**src/rtl/stencil_output_sink.sv**
```systemverilog
// stencil_output_sink: terminates the accelerator's push-only stencil output
// stream. Words land in a small FIFO and drain to a host ready/valid port with
// the final frame word tagged by out_last. Frame completion, FIFO overflow and
// stray writes are reported as status outputs.
//
// Optional feature: define SINK_CHECK_EN to enable an in-line checker that
// compares every accepted word against CHECK_SEED + frame index and counts
// mismatches. Without the macro mismatch_count is constant zero.
module stencil_output_sink #(
  parameter int unsigned DATA_W      = 16,
  parameter int unsigned DEPTH       = 16,
  parameter int unsigned TOTAL_WORDS = 4096,
  parameter int unsigned CNT_W       = 16,
  parameter int unsigned CHECK_SEED  = 0
) (
  input  logic              clk,
  input  logic              rst,
  input  logic              flush,
  input  logic              in_write_valid,
  input  logic [DATA_W-1:0] in_write,
  output logic              out_valid,
  input  logic              out_ready,
  output logic [DATA_W-1:0] out_data,
  output logic              out_last,
  output logic              done,
  output logic              overflow,
  output logic              extra_write,
  output logic [CNT_W-1:0]  rx_count,
  output logic [CNT_W-1:0]  mismatch_count
);

  localparam int unsigned AW    = (DEPTH > 1) ? $clog2(DEPTH) : 1;
  localparam int unsigned OCC_W = AW + 1;

  localparam logic [OCC_W-1:0] OCC_FULL = OCC_W'(DEPTH);
  localparam logic [CNT_W-1:0] CNT_MAX  = '1;
  localparam logic [CNT_W-1:0] LAST_IDX = CNT_W'(TOTAL_WORDS - 1);
  localparam logic [CNT_W-1:0] TOTAL    = CNT_W'(TOTAL_WORDS);

  typedef enum logic [1:0] {
    S_IDLE = 2'd0,
    S_RUN  = 2'd1,
    S_DONE = 2'd2
  } state_t;

  state_t state;
  state_t state_nxt;

  logic [DATA_W-1:0] mem      [DEPTH];
  logic              last_mem [DEPTH];

  logic [AW-1:0]    wr_ptr;
  logic [AW-1:0]    rd_ptr;
  logic [AW-1:0]    rd_nxt;
  logic [OCC_W-1:0] occ;
  logic [OCC_W-1:0] occ_after_pop;
  logic [OCC_W-1:0] occ_nxt;

  logic              pop;
  logic              push;
  logic              push_last;
  logic              full;
  logic              frame_full;
  logic              drop_extra;
  logic              drop_ovf;
  logic              out_valid_nxt;
  logic [DATA_W-1:0] out_data_nxt;
  logic              out_last_nxt;

  // Push/pop arbitration, next FIFO pointers and the next registered head word
  always_comb begin
    pop        = out_valid && out_ready;
    full       = (occ == OCC_FULL);
    frame_full = (rx_count >= TOTAL);
    push       = 1'b0;
    drop_extra = 1'b0;
    drop_ovf   = 1'b0;
    if (in_write_valid) begin
      if (state == S_DONE || frame_full) begin
        drop_extra = 1'b1;
      end else if (full && !pop) begin
        drop_ovf = 1'b1;
      end else begin
        push = 1'b1;
      end
    end

    push_last     = (rx_count == LAST_IDX);
    occ_after_pop = occ - OCC_W'(pop);
    occ_nxt       = occ_after_pop + OCC_W'(push);
    rd_nxt        = rd_ptr + AW'(pop);

    // Head comes straight from the incoming word only when it lands in an
    // otherwise empty FIFO; this keeps out_data registered without a bypass.
    out_valid_nxt = (occ_nxt != '0);
    out_data_nxt  = '0;
    out_last_nxt  = 1'b0;
    if (occ_nxt != '0) begin
      if (push && occ_after_pop == '0) begin
        out_data_nxt = in_write;
        out_last_nxt = push_last;
      end else begin
        out_data_nxt = mem[rd_nxt];
        out_last_nxt = last_mem[rd_nxt];
      end
    end

    state_nxt = state;
    case (state)
      S_IDLE:  if (push) state_nxt = S_RUN;
      S_RUN:   if (pop && out_last) state_nxt = S_DONE;
      S_DONE:  state_nxt = S_DONE;
      default: state_nxt = S_IDLE;
    endcase
    if (state != S_DONE && pop && out_last) state_nxt = S_DONE;
  end

  // FIFO storage; pointers are cleared on reset/flush so stale data is unreachable
  always_ff @(posedge clk) begin
    if (push) begin
      mem[wr_ptr]      <= in_write;
      last_mem[wr_ptr] <= push_last;
    end
  end

  // Control state, pointers, registered host port and sticky status
  always_ff @(posedge clk or posedge rst) begin
    if (rst) begin
      state       <= S_IDLE;
      wr_ptr      <= '0;
      rd_ptr      <= '0;
      occ         <= '0;
      out_valid   <= 1'b0;
      out_data    <= '0;
      out_last    <= 1'b0;
      done        <= 1'b0;
      overflow    <= 1'b0;
      extra_write <= 1'b0;
      rx_count    <= '0;
    end else if (flush) begin
      state       <= S_IDLE;
      wr_ptr      <= '0;
      rd_ptr      <= '0;
      occ         <= '0;
      out_valid   <= 1'b0;
      out_data    <= '0;
      out_last    <= 1'b0;
      done        <= 1'b0;
      overflow    <= 1'b0;
      extra_write <= 1'b0;
      rx_count    <= '0;
    end else begin
      state       <= state_nxt;
      wr_ptr      <= wr_ptr + AW'(push);
      rd_ptr      <= rd_nxt;
      occ         <= occ_nxt;
      out_valid   <= out_valid_nxt;
      out_data    <= out_data_nxt;
      out_last    <= out_last_nxt;
      done        <= (state_nxt == S_DONE);
      overflow    <= overflow | drop_ovf;
      extra_write <= extra_write | drop_extra;
      if (push && rx_count != CNT_MAX) begin
        rx_count <= rx_count + CNT_W'(1);
      end
    end
  end

`ifdef SINK_CHECK_EN
  logic [DATA_W-1:0] exp_word;

  assign exp_word = DATA_W'(CHECK_SEED) + DATA_W'(rx_count);

  // Count accepted words that differ from the expected ramp, saturating
  always_ff @(posedge clk or posedge rst) begin
    if (rst) begin
      mismatch_count <= '0;
    end else if (flush) begin
      mismatch_count <= '0;
    end else if (push && in_write != exp_word && mismatch_count != CNT_MAX) begin
      mismatch_count <= mismatch_count + CNT_W'(1);
    end
  end
`else
  logic unused_seed;

  assign unused_seed    = ^DATA_W'(CHECK_SEED);
  assign mismatch_count = '0;
`endif

endmodule
```
**config.mk**
```make
export PLATFORM = sky130hd
export DESIGN_NAME = stencil_output_sink
export DESIGN_NICKNAME = d
export VERILOG_FILES = /design/src/rtl/stencil_output_sink.sv
export SDC_FILE = /design/constraint.sdc
export NUM_CORES = 1
export LEC_CHECK = 0
export BUFFER_PORTS_ARGS = -buffer_cell sky130_fd_sc_hd__buf_2
export CORE_MARGIN = 2
export CORE_UTILIZATION = 39
export DETAILED_ROUTE_END_ITERATION = 12
export PLACE_DENSITY = 0.62
export REMOVE_ABC_BUFFERS = 1
export SLEW_MARGIN = 20
export SYNTH_ARGS = -nofsm -noshare
export SYNTH_HDL_FRONTEND = slang
export SYNTH_SLANG_ARGS = --single-unit
```
**constraint.sdc**
```tcl
create_clock -name clk -period 2.9 [get_ports clk]
set_input_delay 0.29 -clock clk [delete_from_list [all_inputs] [get_ports clk]]
set_output_delay 0.29 -clock clk [all_outputs]
set_load 0.02 [all_outputs]
```
## Yosys cells after proc, flatten, opt, wreduce, memory -nomap -nowiden

Memory sizes are Yosys's and may differ from the RTL's.
Index checks and enable logic that the tools add are counted.

- Register bits after elaboration: 52
- Memory bits (writable): 272
- Input bits: 21
- Output and inout port bits: 53
- Word-level logic and storage cells: 71
- Memories kept: 2

Memories:

| memory | words | bits a word | rd ports | clocked after Yosys merged registers in | write ports | line | RTL |
|---|---|---|---|---|---|---|---|
| mem | 16 | 16 | 1 | 0 | 1 | 49 | `logic [DATA_W-1:0] mem [DEPTH];` |
| last_mem | 16 | 1 | 1 | 0 | 1 | 50 | `logic last_mem [DEPTH];` |

- $add $sub $neg: 5
- $lt $le $gt $ge: 1
- Eq/ne operators: 7
- Mux-type cells: 30
- Bitwise operators: 2
- Reduce and logical (&&, ||, !) cells: 13

Operators with widths:

| cell | number |
|---|---|
| 2-to-1 mux 16 bit | 5 |
| 2-to-1 mux 1 bit | 17 |
| adder 16 x 1 -> 16 bit (second input constant) | 1 |
| equality test 16 x 12 -> 1 bit (second input constant) | 1 |
| >= comparator 16 x 13 -> 1 bit (second input constant) | 1 |
| inequality test 16 bit (second input constant) | 1 |
| adder 4 x 1 -> 4 bit | 2 |
| 2-to-1 mux 2 bit | 4 |
| 2-to-1 mux 4 bit | 2 |
| logical AND 1 bit | 7 |
| one-hot mux 2 bit (3 select lines) | 1 |
| adder 5 x 1 -> 5 bit | 1 |
| equality test 5 bit (second input constant) | 1 |
| zero test 5 bit | 1 |
| 2-to-1 mux 5 bit | 1 |
| nonzero test 5 bit | 1 |
| subtractor 5 x 1 -> 5 bit | 1 |
| equality test 2 bit (second input constant) | 2 |
| equality test 2 x 1 -> 1 bit (second input constant) | 1 |
| zero test 2 bit | 1 |
| inequality test 2 bit (second input constant) | 1 |
| bitwise OR 1 bit | 2 |
| nonzero test 2 bit | 1 |
| zero test 1 bit | 1 |
| logical OR 1 bit | 1 |

## Longest topological paths before layout

- Depth in word-level cells: 11
- Gate-level depth with buffers: 15
- Mapped depth without buffers: 12

## Worst setup path before layout

Ideal clock, no wire load.

- Path type: reg2reg
- From: reg rx_count[14]
- To: mem last_mem[5], enable pin
- Setup time: 0.413 ns
- Arrival time: 2.846 ns
- Data required time: 2.487 ns
- Setup slack: -0.359 ns
- Cell stages (with the launch flop): 8
- Buffers on the path: 1
- Clock period less this slack: 3.259 ns
- Path through: dfrtp_1 > nor4_4 > nand3_1 > nand2b_2 > inv_1 > buf_2 > nand3_1 > nor3_1

- Cells in the longest elaborated chain, start to end: 6

Ends and longest elaborated chain:

| what | line | RTL |
|---|---|---|
| from (decl) | 28 | `output logic [CNT_W-1:0] rx_count,` |
| from (signal assigned) | 164 | `rx_count <= rx_count + CNT_W'(1);` |
| >= comparator 16 x 13 -> 1 bit | 74 | `frame_full = (rx_count >= TOTAL);` |
| logical OR 1 bit | 79 | `if (state == S_DONE \|\| frame_full) begin` |
| 2-to-1 mux 1 bit | 79 |  |
| 2-to-1 mux 1 bit | 78 | `if (in_write_valid) begin` |
| 2-to-1 mux 1 bit | 120 | `if (push) begin` |
| 2-to-1 mux 1 bit (not written as such) | 122 | `last_mem[wr_ptr] <= push_last;` |
| to (decl) | 50 |  |

Every way passes these cells.

## Worst setup path after layout

- From: reg occ[0]
- To: reg out_last

- Cells in the longest elaborated chain, start to end: 9
- Elaborated cells between the ends (all ways): 13
- Those cells by class: 2 x add/sub; 1 x eq/ne; 6 x mux; 4 x reduce/logical

Ends and longest elaborated chain:

| what | line | RTL |
|---|---|---|
| from (decl) | 55 | `logic [OCC_W-1:0] occ;` |
| from (signal assigned) | 156 | `occ <= occ_nxt;` |
| equality test 5 bit | 73 | `full = (occ == OCC_FULL);` |
| logical AND 1 bit | 81 | `end else if (full && !pop) begin` |
| 2-to-1 mux 1 bit | 81 |  |
| 2-to-1 mux 1 bit | 79 |  |
| 2-to-1 mux 1 bit | 78 |  |
| adder 5 x 1 -> 5 bit / logical AND 1 bit (equally long branches) | 90, 99 |  |
| nonzero test 5 bit / 2-to-1 mux 1 bit (equally long branches) | 98, 99 |  |
| 2-to-1 mux 1 bit * | 98 | `if (occ_nxt != '0) begin` |
| 2-to-1 mux 1 bit * | 140 | `end else if (flush) begin` |
| to (signal assigned) | 159 | `out_last <= out_last_nxt;` |
| to (decl) | 24 | `output logic out_last,` |

Mark *: on every way between the ends. The rest lies on a longest branch, timed or not.
A chain may end at the register's enable or synchronous reset.

==> results list <==
- Run status: finished, final reports clean
- By area, the combinational part of the netlist is dominated by multiplexers.
- Worst clock skew: 0.02116 ns
* Total routing resource utilization after global routing: 16.78%
- The portion of synthesized area spent on multiplexers is between 10% and 20%.
- Clock tree root driver cell: sky130_fd_sc_hd__clkbuf_16
- Overall via count from detail_route: 6620
* EDFF count, synth: 272
* Area share of the largest cell type after synthesis: 63.47%
* Slowest Stage Delay on Critical Path: 0.46 ns
* Top FF cell, synth: sky130_fd_sc_hd__edfxtp_1
* Worst IR Drop VDD: 0.0005809 V
- Minimum period implied by the final worst setup slack: 2.724 ns
- Summing the areas of all xor and xnor instances in the mapped netlist gives 1.565% of the synthesized area.
* Category of the worst setup path launch point: flop
* H-tree lvl count: 2
- Final Hold Fails: 0
- The floorplan has 66 rows.
- The number of clock buffers added by TritonCTS is 35.
- Category of the worst setup path capture point: flop
- Compared with the post-synthesis result, the final layout area differs by 18.32%.
- The first global-routing pass estimated roughly 43 mm of wire.
- In this run the static leakage power is 0.005363 uW.
- Tightest slew margin relative to the limit: 53.93%
- HPWL after detailed placement: roughly 17 mm
- Average wire per standard cell: roughly 22 um
- For the worst setup path, the data required time is 3.32 ns.
- Share of flip-flops with an asynchronous set or reset: 16.05%
- Die Area: ~34000 um^2
- Power comes to about 13000 uW.
- Adding up every negative setup slack in the final design gives 0 ns.
* Final Slew Violations: 0
- Syn Inst Count: 685
- The number of buffers and inverters on the critical path is 2.
- Fill cells in the final layout number 2827.
- After global routing, the most crowded layer is met2.
- The initial utilization of the core area, before any placement, comes to between 30% and 40%.
* Die W: about 190 um
- Among cell families on the critical path, the largest total delay comes from simple AND/OR/NAND/NOR gates.
- Routability congestion estimate: 0.7767
- The initial antenna violation count is 1.
- In the post-synthesis netlist, the cell with the most instances is sky130_fd_sc_hd__edfxtp_1.
* Number of placed I/O pins: 74
- Input and output buffers added on the ports amount to 57.
* Slew @ Worst Pin: 0.6900 ns
- Maxcap violations: 0
* Cell types occupying the most area after synthesis: sky130_fd_sc_hd__edfxtp_1 63%, sky130_fd_sc_hd__mux4_2 12%, sky130_fd_sc_hd__dfrtp_1 10%
- Critical Setup Path Class: reg -> reg
* Vertical extent of the die: roughly 190 um
* Number of sinks driven by the clock tree: 324
- After Yosys synthesis, full adders, half adders and majority gates account for 0.9723% of the synthesized area.
- Clock-pin slew was measured on the worst setup and hold paths at about 0.060 ns.
* Sequential-to-total area share from yosys stat: 73.58%
- Setup repair after global routing left no endpoint under its margin.
- CP cell instances: nor3_2, nand4b_1, nand2b_2, inv_1, ha_1, ha_1, or4b_1, nand3_1, xor2_1, o22ai_1, a21o_1, buf_6, a21oi_1
- CP arrival: approximately 3.1 ns
- In this run the deepest clock path goes through 3 buffers.
* Share of synthesized cell area in and, or, nand and nor gates: 5.046%
* Yosys cell types: 39
- For met2 alone, demand over resource in global routing was 27.28%.
- The later pin in the worst-skew pair is clocked with a latency of 0.51 ns.
- Total overflow reported by the global router: 0
- After detailed routing, the total wire length is 27.88 mm.
- List of most frequent post-synthesis cells: 272 x sky130_fd_sc_hd__edfxtp_1, 68 x sky130_fd_sc_hd__mux4_2, 52 x sky130_fd_sc_hd__dfrtp_1
* Ys Warns: 0
- Total Nets Final: 841
- CTS tree: yes
- Pwr dens: 835.0 nW/um^2
* Highest fanout seen on the critical path: 10
- The first routing iteration left 561 violations.
- Iteration count of the initial detailed-routing pass: 5
- The most numerous cell type found on the critical path is sky130_fd_sc_hd__ha_1.
- F_max: about 0.37 GHz
* Number of register bits inferred by synthesis: about 320
- Layout cell share with drive strength beyond 1: 33.17%
- Setup violations remaining at the end of the flow were counted as 0.
- Core area: 32540 um^2
* Yosys top cell by area: sky130_fd_sc_hd__edfxtp_1
- Global routing used 2.778% of the available met3 tracks.
* Total standard cell area after synthesis: 12870 um^2
- Complex-gate fraction of the synthesized area: 4.161%
- GR Util met1: 23.64%
* Vias per Instance: between 5 and 6
- The via count of the first global-routing pass was 6817.
* Remaining DRCs: 0
- In this run the worst hold path is classified as in -> reg.
- In the finished design, the share of the clock period the worst path needs comes to between 90% and 100%.
* Count of nets left with antenna violations after detail routing: 0
- Avg Cell Area, Syn: 18.79 um^2
* Maximum number of pins on one net before global-route repair: 35
- Cell with the largest stage delay on the worst path: sky130_fd_sc_hd__or4b_1
## metal layers
layer,up-vias,routed length (um)
met3,42,1423
met5,-,0
met1,3485,12490
met2,174,13420
met4,0,549
li1,2919,-
## state kept, by name (all words and copies together) (netlist names)
register / cells
done: 1
extra_write: 1
last_mem: 16
mem: 256
occ: 5
out_data: 16
out_last: 1
out_valid: 1
overflow: 1
rd_ptr: 4
rx_count: 16
state: 2
wr_ptr: 4
## final timing paths
path,start,to,slack (ns),cells after the start
max in group asynchronous,rst,rd_ptr[1]$_DFF_PP0_,1.76,4
worst min register to register,state[1]$_DFF_PP0_,state[0]$_DFF_PP0_,0.45,1
min in group asynchronous,rst,occ[4]$_DFF_PP0_,0.46,3
worst max register to register,occ[0]$_DFF_PP0_,out_last$_DFF_PP0_,0.18,13
worst max-delay path,occ[0]$_DFF_PP0_,out_last$_DFF_PP0_,0.18,13
worst min-delay path,in_write_valid,extra_write$_DFF_PP0_,0.06,3
## cell type report
class                   count  area (um^2)  share of cell area, %
flip-flops and latches    324         9469                  62.19
clock buffers              49        968.4                  6.360
multi-input cells         315         3204                  21.05
repair buffers            123        853.3                  5.604
clock inverters            13        133.9                 0.8793
inverters                  11        41.29                 0.2712
diodes                      1        2.502                0.01644
well taps                 442        553.0                  3.632
## cells by family after synthesis
group                    Yosys count
AO/OA/AOI/OAI                     74
XOR/XNOR                          23
adder cells (fa/ha/maj)           10
buffers and inverters             61
flip-flops                       324
multiplexers                      68
other                              1
AND/OR/NAND/NOR                  124
## report_power, final
part | leakage (uW) | total [uW] | internal, uW | switching, uW
registers | 0.00314 | 5440 | 5310 | 135
logic | 0.00169 | 3020 | 1500 | 1520
clock network | 0.000534 | 4250 | 2520 | 1740
## cell usage in the layout (no fill, tap or decap), types with 11 or more instances in the layout
cell	count
sky130_fd_sc_hd__buf_4	58
sky130_fd_sc_hd__a21oi_1	11
sky130_fd_sc_hd__conb_1	16
sky130_fd_sc_hd__buf_2	57
sky130_fd_sc_hd__clkbuf_16	35
sky130_fd_sc_hd__nand2_1	27
sky130_fd_sc_hd__mux4_2	68
sky130_fd_sc_hd__dfrtp_1	52
sky130_fd_sc_hd__a22oi_1	34
sky130_fd_sc_hd__nand3_1	12
sky130_fd_sc_hd__a21o_1	18
sky130_fd_sc_hd__nor2_2	14
sky130_fd_sc_hd__xor2_1	13
sky130_fd_sc_hd__edfxtp_1	272
sky130_fd_sc_hd__nor2_1	25
## worst register-to-register path, cell delays in order, from the launching register on
cell and delay (ns):
sky130_fd_sc_hd__dfrtp_1 0.39, sky130_fd_sc_hd__nor3_2 0.18, sky130_fd_sc_hd__nand4b_1 0.17, sky130_fd_sc_hd__nand2b_2 0.12
sky130_fd_sc_hd__inv_1 0.06, sky130_fd_sc_hd__ha_1 0.19, sky130_fd_sc_hd__ha_1 0.21, sky130_fd_sc_hd__or4b_1 0.46
sky130_fd_sc_hd__nand3_1 0.10, sky130_fd_sc_hd__xor2_1 0.16, sky130_fd_sc_hd__o22ai_1 0.10, sky130_fd_sc_hd__a21o_1 0.20
sky130_fd_sc_hd__buf_6 0.17, sky130_fd_sc_hd__a21oi_1 0.15
## repair_timing
item,CTS,global route
resized for setup,0,7
endpoints found under the setup margin,0,18
endpoints found under the hold margin,30,0
buffers inserted,0,5
hold buffers,1,0
## metrics by stage
step	cell area, um^2	instances	hold slack (ns)	util [%]	worst slack (ns)
finish	15230	1278	0.05782	46.80	0.1763
global route	15220	1277	0.07465	46.79	0.009961
CTS	15150	1272	0.02680	46.57	0.07993
detailed placement	14040	1209	0.4404	43.15	0.1175
global placement	14040	1209	0.4201	43.15	0.1690
floorplan	12610	650	0.3531	-	-1.505
Note: power is estimated with default switching activity, not from simulation.
